<file path="config.mk">
export PLATFORM = sky130hd
export DESIGN_NAME = prog_loader
export DESIGN_NICKNAME = d
export VERILOG_FILES = /design/src/rtl/prog_loader.sv
export SDC_FILE = /design/constraint.sdc
export NUM_CORES = 1
export LEC_CHECK = 0
export CORE_MARGIN = 2
export CORE_UTILIZATION = 50
export CTS_BUF_LIST = sky130_fd_sc_hd__clkbuf_4
export DETAILED_ROUTE_END_ITERATION = 12
export GPL_ROUTABILITY_DRIVEN = 0
export PLACE_DENSITY = 0.76
export SETUP_SLACK_MARGIN = 0.15
export SYNTH_ARGS = -nofsm -noshare
export SYNTH_HDL_FRONTEND = slang
export SYNTH_SLANG_ARGS = --single-unit
</file>
<file path="constraint.sdc">
create_clock -name clk -period 2.3 [get_ports clk]
set_clock_uncertainty 0.05 [all_clocks]
set_input_delay 0.69 -clock clk [delete_from_list [all_inputs] [get_ports clk]]
set_output_delay 0.69 -clock clk [all_outputs]
set_load 0.01 [all_outputs]
</file>
<file path="src/rtl/prog_loader.sv">
// Program loader: receives a length-prefixed, checksummed byte stream,
// assembles little-endian 32-bit words, writes them to instruction memory
// and releases the CPU from reset once the checksum has been verified.
//
// Byte handshake: a byte moves from the sender to the loader on a rising
// clock edge where rx_valid && rx_ready are both 1. rx_valid may be held
// low for any number of cycles without effect. rx_ready is registered and
// depends only on the loader state.
module prog_loader #(
  parameter int          MAX_WORDS = 1024,
  parameter logic [31:0] ADDR_BASE = 32'h0
) (
  input  logic        clk,
  input  logic        reset,
  input  logic        rx_valid,
  input  logic [7:0]  rx_data,
  output logic        rx_ready,
  output logic        imem_we,
  output logic [31:0] imem_addr,
  output logic [31:0] imem_wdata,
  output logic        cpu_n_reset,
  output logic        done,
  output logic        err,
  output logic [2:0]  dbg_state
);

  typedef enum logic [2:0] {
    S_LEN0 = 3'd0,
    S_LEN1 = 3'd1,
    S_DATA = 3'd2,
    S_CSUM = 3'd3,
    S_RUN  = 3'd4,
    S_ERR  = 3'd5
  } state_e;

  localparam logic [31:0] MAX_W = 32'(MAX_WORDS);

  state_e      state_q, state_d;
  logic [15:0] len_q, len_d;
  logic [15:0] word_cnt_q, word_cnt_d;
  logic [1:0]  byte_cnt_q, byte_cnt_d;
  logic [31:0] asm_q, asm_d;
  logic [7:0]  csum_q, csum_d;
  logic        imem_we_q, imem_we_d;
  logic [31:0] imem_addr_q, imem_addr_d;
  logic [31:0] imem_wdata_q, imem_wdata_d;
  logic        cpu_n_reset_q, cpu_n_reset_d;
  logic        done_q, done_d;
  logic        err_q, err_d;
  logic        rx_ready_q, rx_ready_d;

  logic        xfer;
  logic [15:0] n_words;
  logic [15:0] word_next;
  logic [31:0] word_full;

  // Next-state and registered-output computation for the load sequence.
  always_comb begin
    state_d      = state_q;
    len_d        = len_q;
    word_cnt_d   = word_cnt_q;
    byte_cnt_d   = byte_cnt_q;
    asm_d        = asm_q;
    csum_d       = csum_q;
    imem_we_d    = 1'b0;
    imem_addr_d  = imem_addr_q;
    imem_wdata_d = imem_wdata_q;
    xfer         = rx_valid && rx_ready_q;
    n_words      = {rx_data, len_q[7:0]};
    word_next    = word_cnt_q + 16'd1;
    word_full    = {rx_data, asm_q[31:8]};

    case (state_q)
      S_LEN0: begin
        if (xfer) begin
          len_d[7:0] = rx_data;
          state_d    = S_LEN1;
        end
      end
      S_LEN1: begin
        if (xfer) begin
          len_d      = n_words;
          word_cnt_d = 16'd0;
          byte_cnt_d = 2'd0;
          csum_d     = 8'd0;
          if ({16'd0, n_words} > MAX_W) state_d = S_ERR;
          else if (n_words == 16'd0)    state_d = S_CSUM;
          else                          state_d = S_DATA;
        end
      end
      S_DATA: begin
        if (xfer) begin
          // Shift right so the first byte of a word ends up in bits 7:0.
          asm_d      = word_full;
          csum_d     = csum_q ^ rx_data;
          byte_cnt_d = byte_cnt_q + 2'd1;
          if (byte_cnt_q == 2'd3) begin
            imem_we_d    = 1'b1;
            imem_addr_d  = ADDR_BASE + {14'd0, word_cnt_q, 2'b00};
            imem_wdata_d = word_full;
            word_cnt_d   = word_next;
            if (word_next == len_q) state_d = S_CSUM;
          end
        end
      end
      S_CSUM: begin
        if (xfer) state_d = (rx_data == csum_q) ? S_RUN : S_ERR;
      end
      default: ;
    endcase

    rx_ready_d    = (state_d == S_LEN0) || (state_d == S_LEN1) ||
                    (state_d == S_DATA) || (state_d == S_CSUM);
    done_d        = (state_d == S_RUN);
    cpu_n_reset_d = (state_d == S_RUN);
    err_d         = (state_d == S_ERR);
  end

  // State and registered outputs; synchronous reset aborts any load.
  always_ff @(posedge clk) begin
    if (reset) begin
      state_q       <= S_LEN0;
      len_q         <= 16'd0;
      word_cnt_q    <= 16'd0;
      byte_cnt_q    <= 2'd0;
      asm_q         <= 32'd0;
      csum_q        <= 8'd0;
      imem_we_q     <= 1'b0;
      imem_addr_q   <= 32'd0;
      imem_wdata_q  <= 32'd0;
      cpu_n_reset_q <= 1'b0;
      done_q        <= 1'b0;
      err_q         <= 1'b0;
      rx_ready_q    <= 1'b0;
    end else begin
      state_q       <= state_d;
      len_q         <= len_d;
      word_cnt_q    <= word_cnt_d;
      byte_cnt_q    <= byte_cnt_d;
      asm_q         <= asm_d;
      csum_q        <= csum_d;
      imem_we_q     <= imem_we_d;
      imem_addr_q   <= imem_addr_d;
      imem_wdata_q  <= imem_wdata_d;
      cpu_n_reset_q <= cpu_n_reset_d;
      done_q        <= done_d;
      err_q         <= err_d;
      rx_ready_q    <= rx_ready_d;
    end
  end

  assign rx_ready    = rx_ready_q;
  assign imem_we     = imem_we_q;
  assign imem_addr   = imem_addr_q;
  assign imem_wdata  = imem_wdata_q;
  assign cpu_n_reset = cpu_n_reset_q;
  assign done        = done_q;
  assign err         = err_q;
  assign dbg_state   = state_q;

endmodule

</file>
Word level (Yosys, flattened, before mapping) --
Cells that the tools add are included.
Operators by class: reductions and logical operators 15, mux-type cells 23, bitwise logic cells 4, order comparisons 1, eq/ne operators 14, $add $sub $neg 2
Operator list (count):
- $mux 16 | 3
- $pmux 16 s2 | 1
- $pmux 8 s2 | 2
- $mux 8 | 3
- $mux 3 | 7
- $add 16x1->16 const B | 1
- $eq 16x16->1 | 1
- $gt 16x11->1 const B | 1
- $logic_not 16->1 | 1
- $eq 3x2->1 const B | 4
- $pmux 3 s4 | 1
- $reduce_and 3->1 | 3
- $eq 8x8->1 | 1
- $xor 8x8->8 | 1
- $eq 3x1->1 const B | 2
- $eq 3x3->1 const B | 2
- $logic_not 3->1 | 2
- $ne 2x2->1 const B | 3
- $mux 2 | 2
- $pmux 2 s2 | 1
- $reduce_and 2->1 | 2
- $reduce_and 4->1 | 1
- $logic_or 1x1->1 | 3
- $mux 1 | 3
- other kinds (6) | 8
Storage, ports and cells: logic and storage cells 72, input bits 11, flip-flop bits (word level) 129

Depth between registers and ports, before layout --
Gate-level depths: netlist (run 1).
word-level depth 10, mapped depth 9, gate-level depth less buffers 7

Worst setup path before layout (run 1) --
No wires, ideal clock.
kind input-to-reg, start point in rx_data[4], end point reg done_q, in the netlist done, required time 2.190 ns, path buffers 1, stages on the path 6, arrival 2.178 ns, setup slack 0.012 ns, cells stage by stage clkbuf_1 xnor2_1 nand4_1 or4_2 a31oi_1 and3b_1
Between the ends: word-level cells in the longest chain between the ends 6, elaborated cells on any way between the ends 10, classes of those cells order compare: 1; eq/ne: 2; mux: 6; reduce/logical: 1
RTL lines:
- start: declaration | line 16 | input logic [7:0] rx_data,
- branches (longest 4 deep; another with $gt 16x11->1)
- $pmux 3 s4 * | line 73 | case (state_q)
- $eq 3x3->1 * | line 114 | done_d = (state_d == S_RUN);
- end signal: assignment | line 146 | done_q <= done_d;
- end: declaration | line 48 | logic done_q, done_d;
Mark *: on every way between the ends. A chain may end at the register's enable or synchronous reset.

Worst setup path after layout (run 1) --
start point in rx_data[5], end point reg done_q, in the netlist done
The elaborated chain is that of the path after synthesis.

==> impl_metrics.yaml, run 1 <==
floorplan:
  die_width_um: 107
  io_pins: 83
  rows: 37
  initial_utilization_pct: 51.6
  dieArea_um2: 11500
  die_y_um: 107
  core_um2: 10300
logic_synthesis:
  ys_seq_area_share_pct: 45.5
  synth_area_um2: 5320
  synth_top_family_by_area: "simple AND/OR/NAND/NOR gates"
  synth-compound-area-share_pct: 16.9
  synthAdderAreaFrac_pct: 0.470
  synth.area.mux_share_pct: 1.32
  synth-simple-area-share_pct: 23.6
  synthTopCellsByArea: "dfxtp_1 45%, nand2_1 13%, a21oi_1 10%, nor2_1 3.5%, xnor2_1 2.8%"
  yosysTopAreaCellShare_pct: 45.5
  synth_cell_types: 57
  synth_edf_count: 0
  ys_ff_latch: 121
  synth_xor_xnor_area_share_pct: 4.58
  synth-main-ff-cell: "dfxtp_1"
  yosys.area.top_type: "dfxtp_1"
  synth_cells: 685
  ys_warn_count: 0
  avgSynthCellArea_um2: 7.77
  async_flop_share_pct: 0
hold_path:
  hp-class: "reg2reg"
  holdPathEnd: "imem_wdata[8]"
  min_from: "imem_wdata[8]"
  min_path_cells: 2
route:
  num_vias: 5078
  viasPerCell: 5.53
  dr.pass1.iters: 5
  ant_nets: 0
  drtIter0Drc: 358
  wl_um: 13800
  wl_per_cell_um: 15.0
  drc: 0
critical_path:
  worstRegToRegCells: 6
  rr_startpoint: "word_cnt_q[0]"
  reg2reg_to: "dbg_state[0]"
  critical_path.max_stage_delay_ps: 580
  crit_type: "in2reg"
  crit_fanout: 3
  path_depth: 6
  r2r_slack_ps: 230
  crit_buf_inv: 1
  cp_slowest_cell: "or4_1"
  cp_top_family: "simple AND/OR/NAND/NOR gates"
  cp.required_ps: 2720
  start_kind: "input port"
  cp.arrival_ps: 2520
  cp-end-kind: "register"
  crit_chain: "clkdlybuf4s50_1, or4_1, a211oi_2, o211ai_1, a31oi_4, and3b_1"
clock_tree:
  clk_path_buf_depth: 2
  clock-root-buffer: "clkbuf_4"
  clock_sinks: 121
  cts.clk_slew.worst_paths_ps: 110
  hold_buffers: 0
  numCtsBuffers: 17
  cts_tree: "built"
  htreeDepth: 4
  clk_latency_ps: 530
  post_cts_buffers: 0
cells_and_area:
  multi_input_area_um2: 2610
  layout.nets: 782
  syn2layout_area_growth_pct: 25.2
  drive_gt1_share_pct: 14.7
  fin_area_um2: 6660
  antennaDiodeCount: 0
  final_cell_count_no_fill: 918
  final-seq-area_um2: 2440
  fillCellCount: 890
global_route:
  antenna_found_initial: 0
  grt_pass1_vias: 4750
  grt_pass1_wl_um: 22400
  grt_max_degree: 50
  grt.overflow.total: 0
  grt_usage_pct: 24.4
job:
  maxCapViolCount: 0
placed_design:
  placed_area_um2: 6330
  placed_cells: 886
  portBuffers: 66
  hpwl_um: 9730
power:
  ir_drop_v: 0.000457
  p_total_w: 0.00406
  p_leak_nw: 2.71
  power_density_nw_per_um2: 610
timing:
  fin_tns_setup_ps: 0
  drv_slew: 0
  rsz0062_at_grt: "false"
  final.period_utilization_pct: 91.7
  max_freq_ghz: 0.474
  layout_min_cycle_time_ps: 2110
  setup_viol: 0
  timing_hold_violations_final: 0
outcome:
  outcome: "completed"
==> where the power goes <==
part | total [W] | internal [W] | switching, W
logic | 0.000217 | 0.0000891 | 0.000128
clock network | 0.00172 | 0.000882 | 0.000838
registers | 0.00213 | 0.00211 | 0.0000184
==> synthesized netlist by cell type (6+ instances only) <==
master and n:
buf_4 19, nor3_1 6, a31oi_1 6, nand3_1 9, nand2_1 179, nand4_1 7, xor2_1 9, clkbuf_1 38
dfxtp_1 121, nor2_1 50, nor4_1 6, a21oi_1 110, xnor2_1 17, mux2i_1 7, o21ai_0 25
==> worst register-to-register path: stages (launching register included) <==
cell	delay, ps
dfxtp_4	380
ha_1	220
or4b_1	510
o21ai_0	90
a21oi_1	110
or4_4	540
o22ai_2	90
==> registers in the layout (all words and copies together), names as in the netlist <==
name / cells
asm_q: 24
byte_cnt_q: 2
csum_q: 8
dbg_state: 3
done: 1
err: 1
imem_addr: 16
imem_wdata: 32
imem_we: 1
len_q: 16
rx_ready: 1
word_cnt_q: 16
==> per-layer routing <==
metal | part of all wire (%) | track usage (%) | routed length (um) | vias up
li1 | - | - | - | 2457
met1 | 41 | 30.6 | 5700 | 2368
met2 | 49 | 40.0 | 6790 | 214
met3 | 6.3 | 5.71 | 871 | 39
met4 | 2.9 | 10.6 | 397 | 0
met5 | 0 | 0 | 0 | -
==> cells in the final DEF, fill, tap and decap left out, types with 6 or more instances in the layout <==
cell	synthesis	final
buf_12	0	6
dlygate4sd2_1	0	51
xnor2_1	17	17
xor2_1	9	9
buf_4	19	49
o21ai_0	25	23
clkdlybuf4s50_1	0	9
dfxtp_2	0	9
conb_1	1	16
a21oi_1	110	110
dfxtp_1	121	109
mux2i_1	7	7
nand2_1	179	178
nand4_1	7	7
clkbuf_4	0	18
nor2_1	50	50
nand3_1	9	9
==> how the worst max path moves through the flow <==
stage	slack [ps]	start	to
after floorplan	150	rx_data[0]	done
after global placement	-260	rx_data[5]	done
after detailed placement	-320	rx_data[3]	done
after CTS	40	dbg_state[0]	dbg_state[0]
after global routing	130	word_cnt_q[1]	dbg_state[0]
final	190	rx_data[5]	done
==> metrics by stage <==
step / setup slack, ps / hold slack (ps) / util [%]
global placement: -257 / 393 / 61.3
detailed placement: -315 / 396 / 61.3
finish: 191 / 408 / 64.5
floorplan: 153 / 380 / -
CTS: 36.4 / 409 / 63.9
global route: 135 / 427 / 64.5
==> area by class of cell <==
type | instances | area share [%]
well taps | 136 | 2.55
clock inverters | 14 | 2.93
repair buffers | 120 | 16.3
flip-flops and latches | 121 | 36.7
clock buffers | 18 | 2.03
inverters | 5 | 0.282
multi-input cells | 504 | 39.2
==> kinds of logic (layout without fill, tap and decap cells) <==
family / after synthesis / in the layout
other: 1 / 16
buffers and inverters: 75 / 157
AOI/OAI and AO/OA: 163 / 163
adders and majority gates: 2 / 2
muxes: 7 / 7
xor gates and xnor gates: 27 / 27
and+or+nand+nor: 289 / 289
DFF: 121 / 121
==> what timing repair did <==
item | in CTS | in global routing
gates resized for setup | 55 | 23
pin swaps | 0 | 2
setup endpoints to repair | 52 | 8
Note: power is estimated with default switching activity, not from simulation.
==> run 2: changes to the inputs <==
--- a/config.mk
+++ b/config.mk
@@ -5,7 +5,7 @@
 export SDC_FILE = /design/constraint.sdc
 export NUM_CORES = 1
 export LEC_CHECK = 0
-export CORE_MARGIN = 2
+export CORE_MARGIN = 3
 export CORE_UTILIZATION = 50
 export CTS_BUF_LIST = sky130_fd_sc_hd__clkbuf_4
 export DETAILED_ROUTE_END_ITERATION = 12
==> run 2 against run 1 <==
Effect of this change: fmax shrank 0.50%; setup slack got worse by 11 ps; largest power group unchanged; count of clock-buffer cells in the layout stayed put; combinational power about the same; worst hold slack hardly changed; global-route usage down 1.0 points; critical path type unchanged; critical path depth stayed put; cell count increased by 1.4%.
==> impl_metrics.yaml, run 2 (synthesized netlist as in run 1, its figures left out) <==
power:
  ir_drop_v: 0.000362
  p_clk_share_pct: 38.9
  p_switching_w: 0.000976
  pwr-share-seq_pct: 55.4
  p_total_w: 0.00384
  power_density_nw_per_um2: 576
  pwr-share-comb_pct: 5.7
  netSwitchingFraction_pct: 25.4
  p_leak_nw: 2.72
  p_int_w: 0.00286
critical_path:
  crit_fanout: 4
  crit_type: "in2reg"
  cp.required_ps: 2710
  start_kind: "input port"
  crit_path_end: "done"
  r2r_slack_ps: 180
  cp-end-kind: "register"
  worstRegToRegCells: 7
  critical_path.max_stage_delay_ps: 550
  cp-startpoint: "rx_data[6]"
  cp_slowest_cell: "or4_1"
  rr_startpoint: "word_cnt_q[3]"
  cp.arrival_ps: 2530
  reg2reg_to: "dbg_state[0]"
  crit_chain: "clkdlybuf4s50_1, or4_1, a211oi_2, o211ai_1, a31oi_4, and3b_1"
outcome:
  outcome: "completed"
floorplan:
  rows: 37
  die_width_um: 109
  initial_utilization_pct: 51.6
  dieArea_um2: 11900
  die_y_um: 109
  io_pins: 83
  core_um2: 10300
route:
  wl_per_cell_um: 14.6
  drc: 0
  num_vias: 5048
  drtIter0Drc: 247
  wl_um: 13600
  ant_nets: 0
  viasPerCell: 5.42
  dr.pass1.iters: 7
clock_tree:
  htreeDepth: 4
  clk_latency_ps: 520
  hold_buffers: 0
  clock-root-buffer: "clkbuf_4"
  numCtsBuffers: 17
  clock_sinks: 121
  cts_tree: "built"
  clk_path_buf_depth: 2
  post_cts_buffers: 0
  cts.clk_slew.worst_paths_ps: 110
cells_and_area:
  fin_area_um2: 6670
  layout_commonest_cell: "nand2_1"
  layout.nets: 795
  fillCellCount: 902
  syn2layout_area_growth_pct: 25.3
  drive_gt1_share_pct: 15.7
  largest_reg_flops: 32
  final_cell_mix: "178 x nand2_1, 112 x dfxtp_1, 110 x a21oi_1"
  antennaDiodeCount: 0
  utilization_pct: 64.6
global_route:
  grt_pass1_vias: 4622
  antenna_found_initial: 0
  grt_pass1_wl_um: 21900
  grt_max_degree: 48
  grt_usage_pct: 23.4
  grt.overflow.total: 0
hold_path:
  hp-class: "reg2reg"
placed_design:
  portBuffers: 66
  hpwl_um: 9930
  placed_area_um2: 6410
timing:
  drv_slew: 0
  timing_hold_violations_final: 0
  final.period_utilization_pct: 92.2
  max_freq_ghz: 0.472
  layout_min_cycle_time_ps: 2120
  setup_viol: 0
  rsz0062_at_grt: "true"
job:
  maxCapViolCount: 0
-- run 2: cell types whose count changed in the layout (fill, tap and decap cells not counted), moves of 2 or more --
cell,change
dlymetal6s2s_1,-2
o21ai_0,+2
bufinv_16,-2
clkinv_4,+2
clkinv_2,+2
o21ai_1,-2
buf_4,+14
dfxtp_2,-2
dlygate4sd2_1,+3
dfxtp_1,+3
-- run 2: routing by layer --
metal,global-route usage [%],up-vias,routed length [um]
li1,-,2469,-
met1,29.3,2346,5760
met2,38.3,210,6660
met3,6.10,23,939
met4,9.26,0,240
met5,0,-,0
-- run 2: repair_timing --
action | in CTS | in global routing
setup endpoints to repair | 55 | 5
gates cloned | 0 | 0
gates resized for setup | 63 | 8
-- run 2: layout make-up --
type | count | area [um^2] | share of cell area (%)
tap | 136 | 170 | 2.55
inverter | 5 | 18.8 | 0.281
clock inverter | 14 | 150 | 2.25
sequential | 121 | 2440 | 36.6
clock buffer | 18 | 135 | 2.03
multi-input combinational | 504 | 2590 | 38.9
timing repair buffer | 133 | 1160 | 17.4
-- run 2: worst min-delay path by stage --
stage                              start  cells past startpoint              to
final                     imem_wdata[27]                      2  imem_wdata[27]
after global routing           asm_q[11]                      2   imem_wdata[3]
after CTS                 imem_wdata[27]                      2  imem_wdata[27]
after detailed placement    imem_addr[8]                      2    imem_addr[8]
after global placement      imem_addr[9]                      2    imem_addr[9]
after floorplan                 asm_q[8]                      2   imem_wdata[0]
-- run 2: power by group through the flow --
stage                     clock network [W]  registers (W)  logic [W]
after floorplan                           0        0.00217   0.000153
final                               0.00149        0.00213   0.000218
after detailed placement                  0        0.00217   0.000216
after global routing                0.00162        0.00213   0.000235
after CTS                           0.00152        0.00213   0.000214
after global placement                    0        0.00217   0.000213
-- run 2: worst max-delay path: cells and delay by family --
| kind | cells | cell delay, ps |
|---|---|---|
| buffers and inverters | 1 | 500 |
| AOI/OAI and AO/OA | 3 | 630 |
| and+or+nand+nor | 2 | 720 |
-- run 2: metrics by stage --
stage                     setup WS (ps)  TNS [ps]  hold WS (ps)  std cells
after floorplan                     153         0           380        700
after global placement             -275     -7640           394        899
after detailed placement           -326    -10370           399        899
after CTS                           160         0           410        931
after global routing                130         0           421        931
final                               180         0           408        931
==> RTL change 1 (config.mk and constraints of run 1) <==
Make the reset (`reset`) asynchronous in one clocked block. Comments in the files are not updated.
--- a/src/rtl/prog_loader.sv
+++ b/src/rtl/prog_loader.sv
@@ -119,3 +119,3 @@
   // State and registered outputs; synchronous reset aborts any load.
-  always_ff @(posedge clk) begin
+  always_ff @(posedge clk or posedge reset) begin
     if (reset) begin
Formal check against the unedited RTL: differs if reset is asserted again (counterexample within 4 cycles, from zero or initial values and one cycle with reset high); with reset held inactive, the same outputs for 10 cycles.
==> RTL change 1 against run 1 <==
- area after synthesis is 6.4% higher
- power is 9.4% higher
- non-clock buffer count is 1 lower
- final area is 5.4% higher
- die area is 6.2% higher
- routed wire length hardly changed
- worst setup slack better by 0.093 ns
- count of clock-buffer cells in the layout is 2 higher
- sequential cell count stayed put
- via count is 5.8% lower
- global-route usage is 0.80 points lower
- largest cell class is now sequential cells
- highest routed layer unchanged
==> RTL change 1: results (changes against run 1) <==
Reg clk slew, reported paths = 0.11 ns (about the same)
Initial antenna violation count = 0 (unchanged)
Vias in the first global route = 4638 (-2.4%)
Clock Tree Root = clkbuf_4
Status = finished clean
DRT iter0 DRCs = 309 (-14%)
R2R cell count = 5 (-1)
All-Layer GR Usage = 0.236 (-0.00802)
Worst-skew pair later-pin latency = 0.54 ns
Max FO, Critical Path = 9 (+6)
Arr. time, crit path = 2.40 ns (-0.12 ns)
Drt first pass iters = 5 (unchanged)
Reg2reg start = word_cnt_q[5]$_DFFE_PP0P_
Setup slack, reg-to-reg = 0.28 ns (+0.05 ns)
DP HPWL = 9700 um (-0.33%)
Maximum VDD drop = 0.328 mV (-28%)
Via count = 4784 (-5.8%)
Warnings, synthesis = 0 (unchanged)
Synth cell types = 57 (unchanged)
Share of layout cells above drive strength 1 = 0.158 (+0.0108)
Largest register FFs = 32 (unchanged)
Slew @ Worst Pin = 0.547 ns
Pleak = 3.76 nW (+39%)
Crit Reg-Reg Endpoint = dbg_state[0]$_DFF_PP0_
Main area contributors after synthesis = dfrtp_1, nand2_1, o21ai_0
Dpl cell area = 6690 um2 (+5.8%)
Seq/Total Area, Yosys = 0.535 (+0.0796)
First-pass GRT wire length = 23200 um (+3.7%)
Largest net degree at the start of global routing = 58 (+16%)
CTS Buffer Depth = 2 (unchanged)
Port bufs = 66 (unchanged)
Worst Hold Class = in2async
Ys flop type = dfrtp_1
Async SR Flop Fraction = 1.00 (+1.00)
DRT antenna net count = 0 (unchanged)
Antenna Cells = 0 (unchanged)
WL/cell = 15.7 um (+4.9%)
Nets = 735 (-6.0%)
Number of buffers created by CTS = 17 (unchanged)
Most frequent cells after synthesis = nand2_1, dfrtp_1, o21ai_0, nor2_1, clkbuf_1
Fill cell count = 918 (+3.1%)
CTS H-tree lvls = 4 (unchanged)
RTL change 1: through the flow:
step,setup TNS (ns),utilization,instances,setup WS [ns],hold slack (ns)
after floorplan,0,-,638,0.0767,0.389
after global placement,-0.696,0.612,839,-0.109,0.404
after detailed placement,-1.44,0.612,839,-0.211,0.407
after CTS,0,0.641,875,0.0562,0.405
after global routing,0,0.643,875,0.150,0.426
final,0,0.643,875,0.283,0.425
RTL change 1: cell families after synthesis:
kind of cell,synth area share
xor+xnor,0.0395
buf+inv,0.0559
simple gates,0.243
mux,0.0334
flops,0.535
fa+ha+maj,0.00442
compound gates,0.0881
other cells,0.000662
RTL change 1: area by class of cell:
class | instances | area [um2] | share of cell area
Clock buffer | 20 | 150 | 0.0214
Clock inverter | 12 | 199 | 0.0283
Inverter | 8 | 33.8 | 0.00481
Multi-Input combinational cell | 455 | 2390 | 0.341
Sequential cell | 121 | 3030 | 0.432
Tap cell | 140 | 175 | 0.0249
Timing Repair Buffer | 119 | 1040 | 0.148
RTL change 1: worst max-delay path by stage:
| stage | startpoint | to | slack (ns) | cells after the start |
|---|---|---|---|---|
| after global routing | word_cnt_q[7]$_DFFE_PP0P_ | dbg_state[0]$_DFF_PP0_ | 0.15 | 5 |
| after detailed placement | rx_valid | done$_DFF_PP0_ | -0.21 | 8 |
| final | word_cnt_q[5]$_DFFE_PP0P_ | dbg_state[0]$_DFF_PP0_ | 0.28 | 5 |
| after global placement | rx_data[1] | done$_DFF_PP0_ | -0.11 | 7 |
| after CTS | dbg_state[1]$_DFF_PP0_ | dbg_state[1] | 0.06 | 1 |
| after floorplan | reset | asm_q[10]$_DFFE_PP0P_ | 0.08 | 1 |
RTL change 1: report_power, final:
part / total, mW / switching (mW) / internal, mW
sequential: 2.25 / 0.0606 / 2.19
combinational: 0.376 / 0.201 / 0.175
clock: 1.82 / 0.816 / 1.00
total: 4.45 / 1.08 / 3.37
RTL change 1: repair_timing:
| action | in CTS | in global routing |
|---|---|---|
| buffers inserted | 4 | 0 |
| hold buffers | 0 | 0 |
| setup endpoints to repair | 56 | 3 |
| hold endpoints to repair | 0 | 0 |
| resized for setup | 59 | 5 |
| pin swaps | 0 | 2 |
RTL change 1: per-layer routing:
layer  wire length [um]  vias up  GRT usage
met5                  0        -          0
met4                325        0     0.0967
met3                950       29     0.0477
met2               6510      190      0.366
met1               5970     2321      0.327
li1                   -     2244          -
RTL change 1: critical path, cell delays in order (launching register included):
cell and delay (ns):
dfrtp_1 0.57, nand2_1 0.25, nor3_2 0.36, nor4b_1 0.27, a21oi_1 0.11, o41ai_2 0.31
==> RTL change 2 (flow settings as in run 1) <==
Made on the original files. Set the parameter `MAX_WORDS` to 512 (it was 1024).
--- a/src/rtl/prog_loader.sv
+++ b/src/rtl/prog_loader.sv
@@ -9,3 +9,3 @@
 module prog_loader #(
-  parameter int          MAX_WORDS = 1024,
+  parameter int          MAX_WORDS = 512,
   parameter logic [31:0] ADDR_BASE = 32'h0
Function: changed (Yosys sat finds a counterexample within 4 cycles, from zero or initial values and one cycle with reset high).
==> RTL change 2 against run 1 <==
- sequential cell count is the same
- worst setup slack gained 0.048 ns
- final area fell by 0.15%
- critical path type is now reg2reg
- area after synthesis fell by 1.3%
- first-iteration DRC count is 1.4% higher
- clock power fell by 7%
- power is 2.7% lower
- hold slack about the same
- sequential power about the same
- routed wire length down 3.4%
==> RTL change 2: results (changes against run 1) <==
Most frequent cells after synthesis = nand2_1, dfxtp_1, a21oi_1, nor2_1, clkbuf_1
Metal2 WL = 6360 um (-6.4%)
Slew @ Worst Pin = 0.597 ns
First-pass GRT wire length = 22000 um (-1.7%)
Pre-CTS setup slack = -0.349 ns (-0.0340 ns)
Mux cell area share after synthesis = 0.0152 (+0.00208)
Reg2reg start = word_cnt_q[1]$_SDFFE_PP0P_
Arr. time, crit path = 2.47 ns (-0.05 ns)
Worst hold path startpoint = asm_q[14]$_SDFFE_PP0P_
Async SR Flop Fraction = 0 (unchanged)
WL met3 = 715 um (-18%)
Clock Tree Root = clkbuf_4
CP max stage cell = or4_1
Share of layout cells above drive strength 1 = 0.158 (+0.0111)
DP HPWL = 9290 um (-4.5%)
Routed length on met1 = 5920 um (+3.9%)
Seq/Total Area, Yosys = 0.461 (+0.00607)
Maximum VDD drop = 0.354 mV (-23%)
Via count = 4903 (-3.4%)
Largest net degree at the start of global routing = 49 (-2.0%)
Compound-gate portion of the synthesized area = 0.151 (-0.0185)
Main area contributors after synthesis = dfxtp_1, nand2_1, a21oi_1
Initial antenna violation count = 0 (unchanged)
Dpl cell area = 6330 um2 (about the same)
CTS Buffer Depth = 2 (unchanged)
Synth Instances = 671 (-2.0%)
Uppermost layer routed = met4
WL/cell = 14.4 um (-3.6%)
Critical path type = reg2reg
Max FO, Critical Path = 4 (+1)
Xor/xnor share of the synthesized area = 0.0548 (+0.00895)
Drt first pass iters = 5 (unchanged)
Antenna Cells = 0 (unchanged)
Cells after DPL = 881 (-0.56%)
All-Layer GR Usage = 0.243 (-0.000931)
Cell family with most CP delay = simple AND/OR/NAND/NOR gates
Reg clk slew, reported paths = 0.12 ns
Status = finished clean
CP max stage delay = 0.53 ns (-0.05 ns)
Worst-skew pair later-pin latency = 0.54 ns
Pleak = 2.70 nW (-0.26%)
Largest register FFs = 32 (unchanged)
Nets = 784 (+0.26%)
Warnings, synthesis = 0 (unchanged)
Post-synthesis adder-cell area fraction = 0.00476 (+0.0000627)
Total Wirelength = 13300 um (-3.4%)
Number of buffers created by CTS = 17 (unchanged)
Vias in the first global route = 4581 (-3.6%)
Port bufs = 66 (unchanged)
Max Slew Vio Count = 0 (unchanged)
Worst Hold Class = reg2reg
CTS H-tree lvls = 4 (unchanged)
DRT iter0 DRCs = 363 (+1.4%)
Synth cell types = 53 (-7.0%)
## RTL change 2: cell count changes in the layout (fill, tap and decap cells not counted), moves of 4 or more
cell            delta
buf_4             +15
o21ai_0           -11
nor2_1            -10
o21ai_1            +7
xor2_1             +7
or2_0              +6
dfxtp_1            +4
dlygate4sd2_1      +4
dlymetal6s2s_1     -4
inv_1              -4
nand4_1            -4
or3_1              +4
## RTL change 2: where the power goes
group          switching, mW  internal (mW)
combinational          0.125         0.0990
clock                  0.848          0.754
sequential            0.0193           2.11
## RTL change 2: per-layer routing
| layer | vias to the layer above | global-route usage |
|---|---|---|
| li1 | 2413 | - |
| met1 | 2300 | 0.327 |
| met2 | 163 | 0.380 |
| met3 | 27 | 0.0509 |
| met4 | 0 | 0.103 |
| met5 | - | 0 |
## RTL change 2: worst paths after layout
path	cells after the start	slack, ns	to
max	6	0.24	dbg_state[0]$_SDFF_PP0_
min	2	0.41	imem_wdata[6]$_SDFFE_PP0P_
max reg2reg	6	0.24	dbg_state[0]$_SDFF_PP0_
min reg2reg	2	0.41	imem_wdata[6]$_SDFFE_PP0P_
## RTL change 2: area by class of cell
type / instances / area [um2]
multi-input cells: 496 / 2590
well taps: 136 / 170
inverters: 2 / 7.51
fillers: 908 / 3620
flip-flops and latches: 121 / 2440
clock inverters: 15 / 174
repair buffers: 133 / 1140
clock buffers: 17 / 128
## RTL change 2: logic make-up (layout without fill, tap and decap cells)
kind of cell | Yosys count | in the layout
compound gates | 149 | 149
xor+xnor | 32 | 32
fa+ha+maj | 2 | 2
buf+inv | 69 | 167
flops | 121 | 121
mux | 8 | 8
other cells | 1 | 16
simple gates | 289 | 289
## RTL change 2: worst register-to-register path, delay by kind of cell, from the launching register on
kind	cells	cell delay (ns)
simple gates	4	1.10
flops	1	0.40
compound gates	1	0.26
xor+xnor	1	0.18
## RTL change 2: what timing repair did
item                       CTS  global route
pin swaps                    0             3
resized for setup           59            10
setup endpoints to repair   56             2
setup buffers                0             7
